--- config.mk ---
export PLATFORM = sky130hd
export DESIGN_NAME = cla_pipe_flat
export DESIGN_NICKNAME = d
export VERILOG_FILES = /design/src/rtl/cla_pipe_if.sv /design/src/rtl/cla_pipe.sv /design/src/flat_wrapper.sv
export SDC_FILE = /design/constraint.sdc
export NUM_CORES = 1
export LEC_CHECK = 0
export CELL_PAD_IN_SITES_DETAIL_PLACEMENT = 1
export CELL_PAD_IN_SITES_GLOBAL_PLACEMENT = 2
export CORE_MARGIN = 2
export CORE_UTILIZATION = 36
export DETAILED_ROUTE_END_ITERATION = 7
export PLACE_DENSITY = 0.94
export SLEW_MARGIN = 15
export SYNTH_ARGS = -nofsm -noshare
export SYNTH_HDL_FRONTEND = slang
export SYNTH_SLANG_ARGS = --single-unit
--- constraint.sdc ---
create_clock -name clk -period 6.31 [get_ports clk]
set_input_delay 1.262 -clock clk [delete_from_list [all_inputs] [get_ports clk]]
set_output_delay 1.262 -clock clk [all_outputs]
set_load 0.05 [all_outputs]
--- src/rtl/cla_pipe_if.sv ---
// Operand/result bundle for cla_pipe: valid/ready on the operand side and on the result side.
interface cla_pipe_if #(
  parameter int W = 16
) ();
  logic         in_valid;
  logic         in_ready;
  logic [W-1:0] a;
  logic [W-1:0] b;
  logic         cin;
  logic         sub;
  logic         out_valid;
  logic         out_ready;
  logic [W-1:0] sum;
  logic         cout;
  logic         ovf;

  modport master (
    output in_valid, a, b, cin, sub, out_ready,
    input  in_ready, out_valid, sum, cout, ovf
  );

  modport slave (
    input  in_valid, a, b, cin, sub, out_ready,
    output in_ready, out_valid, sum, cout, ovf
  );
endinterface

--- src/rtl/cla_pipe.sv ---
// Pipelined CLA add/sub: one W/STAGES slice per stage, latency STAGES, full throughput.
// Backpressure: a stage loads when empty or when its successor loads; no skid buffer.
module cla_pipe #(
  parameter int W      = 16,
  parameter int STAGES = 2
) (
  input  logic      clk,
  input  logic      rst_n,
  cla_pipe_if.slave bus
);
  localparam int SW = W / STAGES;
  localparam int NG = SW / 4;

  // Returns {group carry out, carry into bit 3, 4-bit sum}.
  function automatic logic [5:0] cla4(input logic [3:0] a4, input logic [3:0] b4, input logic ci);
    logic [3:0] g;
    logic [3:0] p;
    logic [3:0] c;
    logic       gg;
    logic       pp;
    g    = a4 & b4;
    p    = a4 | b4;
    c[0] = ci;
    c[1] = g[0] | (p[0] & ci);
    c[2] = g[1] | (p[1] & g[0]) | (p[1] & p[0] & ci);
    c[3] = g[2] | (p[2] & g[1]) | (p[2] & p[1] & g[0]) | (p[2] & p[1] & p[0] & ci);
    gg   = g[3] | (p[3] & g[2]) | (p[3] & p[2] & g[1]) | (p[3] & p[2] & p[1] & g[0]);
    pp   = &p;
    return {gg | (pp & ci), c[3], a4 ^ b4 ^ c};
  endfunction

  logic [STAGES-1:0] r_vld;
  logic [STAGES-1:0] r_c;
  logic [W-1:0]      r_a   [STAGES];
  logic [W-1:0]      r_b   [STAGES];
  logic [W-1:0]      r_sum [STAGES];
  logic              r_ovf;

  logic [STAGES-1:0] w_load;
  logic [STAGES-1:0] w_v_src;
  logic [STAGES-1:0] w_c_src;
  logic [STAGES-1:0] w_c_nxt;
  logic [W-1:0]      w_a_src [STAGES];
  logic [W-1:0]      w_b_src [STAGES];
  logic [W-1:0]      w_s_src [STAGES];
  logic [W-1:0]      w_s_nxt [STAGES];
  logic              w_msb_c;

  // Load chain flattened as an OR over downstream empties to keep it acyclic.
  always_comb begin : p_load
    logic acc;
    w_load = '0;
    acc    = bus.out_ready;
    for (int k = STAGES - 1; k >= 0; k--) begin
      acc       = acc | ~r_vld[k];
      w_load[k] = acc;
    end
  end

  always_comb begin : p_slice
    logic [5:0] r4;
    logic       c;
    int         idx;
    w_msb_c = 1'b0;
    w_v_src = '0;
    w_c_src = '0;
    w_c_nxt = '0;
    for (int k = 0; k < STAGES; k++) begin
      w_a_src[k] = '0;
      w_b_src[k] = '0;
      w_s_src[k] = '0;
      w_s_nxt[k] = '0;
    end

    w_v_src[0] = bus.in_valid;
    w_a_src[0] = bus.a;
    w_b_src[0] = bus.sub ? ~bus.b : bus.b;
    w_c_src[0] = bus.sub | bus.cin;
    for (int k = 1; k < STAGES; k++) begin
      w_v_src[k] = r_vld[k-1];
      w_a_src[k] = r_a[k-1];
      w_b_src[k] = r_b[k-1];
      w_c_src[k] = r_c[k-1];
      w_s_src[k] = r_sum[k-1];
    end

    for (int k = 0; k < STAGES; k++) begin
      c          = w_c_src[k];
      w_s_nxt[k] = w_s_src[k];
      for (int g = 0; g < NG; g++) begin
        idx = k * SW + g * 4;
        r4  = cla4(w_a_src[k][idx +: 4], w_b_src[k][idx +: 4], c);
        w_s_nxt[k][idx +: 4] = r4[3:0];
        if (k == STAGES - 1) begin
          w_msb_c = r4[4];
        end
        c = r4[5];
      end
      w_c_nxt[k] = c;
    end
  end

  always_ff @(posedge clk) begin
    if (!rst_n) begin
      r_vld <= '0;
      r_c   <= '0;
      r_ovf <= 1'b0;
      for (int k = 0; k < STAGES; k++) begin
        r_a[k]   <= '0;
        r_b[k]   <= '0;
        r_sum[k] <= '0;
      end
    end else begin
      for (int k = 0; k < STAGES; k++) begin
        if (w_load[k]) begin
          r_vld[k] <= w_v_src[k];
        end
        // Bubbles advance the valid bit only; data stays put.
        if (w_load[k] && w_v_src[k]) begin
          r_a[k]   <= w_a_src[k];
          r_b[k]   <= w_b_src[k];
          r_sum[k] <= w_s_nxt[k];
          r_c[k]   <= w_c_nxt[k];
        end
      end
      if (w_load[STAGES-1] && w_v_src[STAGES-1]) begin
        r_ovf <= w_msb_c ^ w_c_nxt[STAGES-1];
      end
    end
  end

  assign bus.in_ready  = w_load[0];
  assign bus.out_valid = r_vld[STAGES-1];
  assign bus.sum       = r_sum[STAGES-1];
  assign bus.cout      = r_c[STAGES-1];
  assign bus.ovf       = r_ovf;
endmodule

--- src/flat_wrapper.sv ---
// flat-port wrapper written by rule: the top's interface ports become plain ports
module cla_pipe_flat 
#(
  parameter int W      = 16,
  parameter int STAGES = 2
)
  (clk, rst_n, bus_in_valid, bus_a, bus_b, bus_cin, bus_sub, bus_out_ready, bus_in_ready, bus_out_valid, bus_sum, bus_cout, bus_ovf);
  cla_pipe_if #(.W(W)) bus_i ();
  input  logic clk;
  input  logic rst_n;
  input wire logic [$bits(bus_i.in_valid)-1:0] bus_in_valid;
  input wire logic [$bits(bus_i.a)-1:0] bus_a;
  input wire logic [$bits(bus_i.b)-1:0] bus_b;
  input wire logic [$bits(bus_i.cin)-1:0] bus_cin;
  input wire logic [$bits(bus_i.sub)-1:0] bus_sub;
  input wire logic [$bits(bus_i.out_ready)-1:0] bus_out_ready;
  output wire logic [$bits(bus_i.in_ready)-1:0] bus_in_ready;
  output wire logic [$bits(bus_i.out_valid)-1:0] bus_out_valid;
  output wire logic [$bits(bus_i.sum)-1:0] bus_sum;
  output wire logic [$bits(bus_i.cout)-1:0] bus_cout;
  output wire logic [$bits(bus_i.ovf)-1:0] bus_ovf;
  assign bus_i.in_valid = bus_in_valid;
  assign bus_i.a = bus_a;
  assign bus_i.b = bus_b;
  assign bus_i.cin = bus_cin;
  assign bus_i.sub = bus_sub;
  assign bus_i.out_ready = bus_out_ready;
  assign bus_in_ready = bus_i.in_ready;
  assign bus_out_valid = bus_i.out_valid;
  assign bus_sum = bus_i.sum;
  assign bus_cout = bus_i.cout;
  assign bus_ovf = bus_i.ovf;
  cla_pipe #(.W(W), .STAGES(STAGES)) u_core (.clk(clk), .rst_n(rst_n), .bus(bus_i));
endmodule
==> results.json <==
{
  "synth-edff-count": 40,
  "start_util": 0.364,
  "crit_end": "u_core.r_sum[0][5]$_SDFFCE_PN0P_",
  "synth_top_area_cell": "edfxtp_1",
  "cp-start-kind": "primary input",
  "switchingPower_uw": 236,
  "hold_buffers": 0,
  "hold_viol": 0,
  "fp.dieH_um": 94.5,
  "worstHoldPathType": "reg2reg",
  "synthCells": 276,
  "htreeDepth": 2,
  "cp_slowest_cell": "clkdlybuf4s50_1",
  "setup_ws_ns": 2.08,
  "crit_arrival_ns": 4.27,
  "r2r_start": "u_core.r_a[0][8]$_SDFFCE_PN0P_",
  "ff_latch_area_um2": 1300,
  "drc": 0,
  "regToRegEndpoint": "u_core.r_sum[0][31]$_SDFFCE_PN0P_",
  "viasPerCell": 4.60,
  "switching_share": 0.310,
  "yosysMostFrequentCell": "inv_1",
  "cts_buffer_depth": 2,
  "ant_nets": 0,
  "drive_gt1_frac": 0.0439,
  "drtPass1Iterations": 4,
  "cts-root-buf": "clkbuf_8",
  "place_area_um2": 3500,
  "placedCellCount": 416,
  "num_vias": 1950,
  "seq_area_frac_synth": 0.441,
  "fin_hold_ws_ns": 0.483,
  "fill_cells": 908,
  "p_int_uw": 527,
  "finalClockSkew_ns": 0.00987,
  "grt_max_degree": 25,
  "power.density_nw_per_um2": 213,
  "drv_cap": 0,
  "synth_area_um2": 2950,
  "fmaxAchievable_mhz": 236,
  "startpoint": "bus_sub",
  "maxSlewHeadroom": 0.305,
  "crit_type": "in2reg",
  "synth_top_area_frac": 0.407,
  "crit_fanout": 17,
  "cts_setup_buffers": 0,
  "reg2reg_depth": 7,
  "clkTransAtPathRegs_ns": 0.08,
  "cts_made_buffers": 5,
  "ys.warnings.count": 0,
  "grt_setup_unrepaired": "no",
  "slowest_delay_ns": 1.16,
  "cts_resized": 0,
  "grt_pass1_wl_mm": 9.64,
  "core_area_um2": 8090,
  "async_flop_share": 0,
  "io-pin-count": 58,
  "maxSlewViolCount": 0,
  "crit_path_cell_trace": "clkdlybuf4s50_1 -> xnor2_1 -> ha_1 -> o311ai_2 -> a21oi_1 -> nor2_1 -> nor2_1 -> fa_1 -> xor2_1 -> nor2_1",
  "yosys-top-cells-area": "edfxtp_1 (41%), ha_1 (14%), inv_1 (5.2%)",
  "reg2reg_slack_ns": 3.95,
  "power_frac_seq": 0.486,
  "synth_nets": 350,
  "clk_latency_ns": 0.30,
  "grt_pass1_vias": 2042,
  "cts.sinks": 45,
  "ys_types": 38,
  "gp_congestion": 0.771,
  "setup_viol": 0,
  "detail_route.wl_per_cell_um": 13.9,
  "synth_area_per_cell_um2": 10.7,
  "antenna_found_initial": 0,
  "cpMostUsedCell": "nor2_1",
  "io_buffers": 57,
  "end_kind": "register",
  "min_period_over_period": 0.671,
  "first_iter_violations": 59,
  "fin_crit_ns": 4.23,
  "diodes": 0,
  "place_hpwl_mm": 4.67,
  "ys_seq_elements": 45,
  "routed_wl_mm": 5.90,
  "overflow": 0,
  "synth-main-ff-cell": "edfxtp_1",
  "fin_area_um2": 3580,
  "ir_drop_mv": 0.0883,
  "fin_setup_tns_ns": 0,
  "cts_tree": "yes",
  "core.rowCount": 33,
  "clkPwrFrac": 0.228,
  "required_ns": 6.35,
  "worstMarginPinSlew_ns": 1.04,
  "syn_to_final_growth_pct": 21.5,
  "synthTopCellsByCount": "inv_1 (41), edfxtp_1 (40), ha_1 (32)",
  "p_leak_uw": 0.00150,
  "multi_input_area_um2": 1340,
  "dieArea_um2": 8930,
  "die-width_um": 94.5,
  "p_comb_frac": 0.287,
  "nets": 392,
  "outcome": "finished clean",
  "dp_slack_ns": 1.71,
  "instances_no_fill": 424,
  "track_usage": 0.142
}
[worst min-delay path by stage]
| stage | from | end | slack, ns | cells after the start |
|---|---|---|---|---|
| 3_3_place_gp | u_core.r_vld[0]$_SDFFE_PN0N_ | u_core.r_vld[1]$_SDFFE_PN0P_ | 0.46 | 2 |
| 6_report | u_core.r_vld[0]$_SDFFE_PN0N_ | u_core.r_vld[1]$_SDFFE_PN0P_ | 0.48 | 2 |
| 5_1_grt | u_core.r_vld[0]$_SDFFE_PN0N_ | u_core.r_vld[1]$_SDFFE_PN0P_ | 0.52 | 2 |
| 4_1_cts | u_core.r_vld[0]$_SDFFE_PN0N_ | u_core.r_vld[1]$_SDFFE_PN0P_ | 0.48 | 2 |
| 2_1_floorplan | u_core.r_vld[0]$_SDFFE_PN0N_ | u_core.r_vld[1]$_SDFFE_PN0P_ | 0.45 | 2 |
| 3_5_place_dp | u_core.r_vld[0]$_SDFFE_PN0N_ | u_core.r_vld[1]$_SDFFE_PN0P_ | 0.47 | 2 |
[sequential cells by signal (all words and copies together) (netlist names)]
signal	flops
u_core.r_a	8
u_core.r_b	8
u_core.bus.ovf	1
u_core.r_vld	2
u_core.r_sum	24
u_core.r_c	2
[through the flow]
step	util	total power (uW)
after detailed placement	0.433	600
after floorplan	-	535
after global routing	0.443	801
after global placement	0.433	588
after CTS	0.443	771
final	0.443	763
[worst max-delay path, delay by kind of cell]
| kind | cells | cell delay (ns) |
|---|---|---|
| buffers and inverters | 1 | 1.16 |
| adder cells (fa/ha/maj) | 2 | 0.64 |
| XOR/XNOR | 2 | 0.44 |
| AO/OA/AOI/OAI | 2 | 0.54 |
| AND/OR/NAND/NOR | 3 | 0.23 |
[final cells by class]
cell class / instances / area share
repair buffers: 58 / 0.161
multi-input cells: 167 / 0.373
well taps: 105 / 0.0367
flip-flops and latches: 45 / 0.363
inverters: 41 / 0.0429
clock buffers: 5 / 0.0192
clock inverters: 3 / 0.00349
[routing by layer]
layer  vias to the layer above  GRT usage  part of all wire
li1                        968          -                 -
met1                       928      0.164              0.43
met2                        47      0.258              0.51
met3                         7     0.0319             0.048
met4                         0     0.0519             0.017
met5                         -          0                 0
[cell families (layout without fill, tap and decap cells)]
logic type | Yosys count | count (layout) | synth area share
xor gates and xnor gates | 23 | 23 | 0.0683
AOI/OAI and AO/OA | 31 | 31 | 0.0832
and+or+nand+nor | 77 | 77 | 0.139
buffers and inverters | 64 | 107 | 0.105
adders and majority gates | 36 | 36 | 0.163
DFF | 45 | 45 | 0.441
[power groups by stage]
stage | Clock [uW] | Combinational (uW) | Sequential, uW
6_report | 174 | 219 | 371
5_1_grt | 185 | 242 | 374
4_1_cts | 177 | 222 | 372
3_5_place_dp | 0 | 221 | 379
3_3_place_gp | 0 | 212 | 376
2_1_floorplan | 0 | 157 | 377
[cell usage in the layout (no fill, tap or decap), drive strengths merged, types with 5 or more instances in the layout]
master         instances
xnor2                 13
nor2                  22
ha                    32
nand2                  9
a21oi                  9
nand2b                 5
edfxtp                40
nor3                   5
clkbuf                 5
clkdlybuf4s50         57
and2                  20
inv                   41
dfxtp                  5
nand3                  5
xor2                  10
No activity file was read; power rests on OpenSTA's default activity.
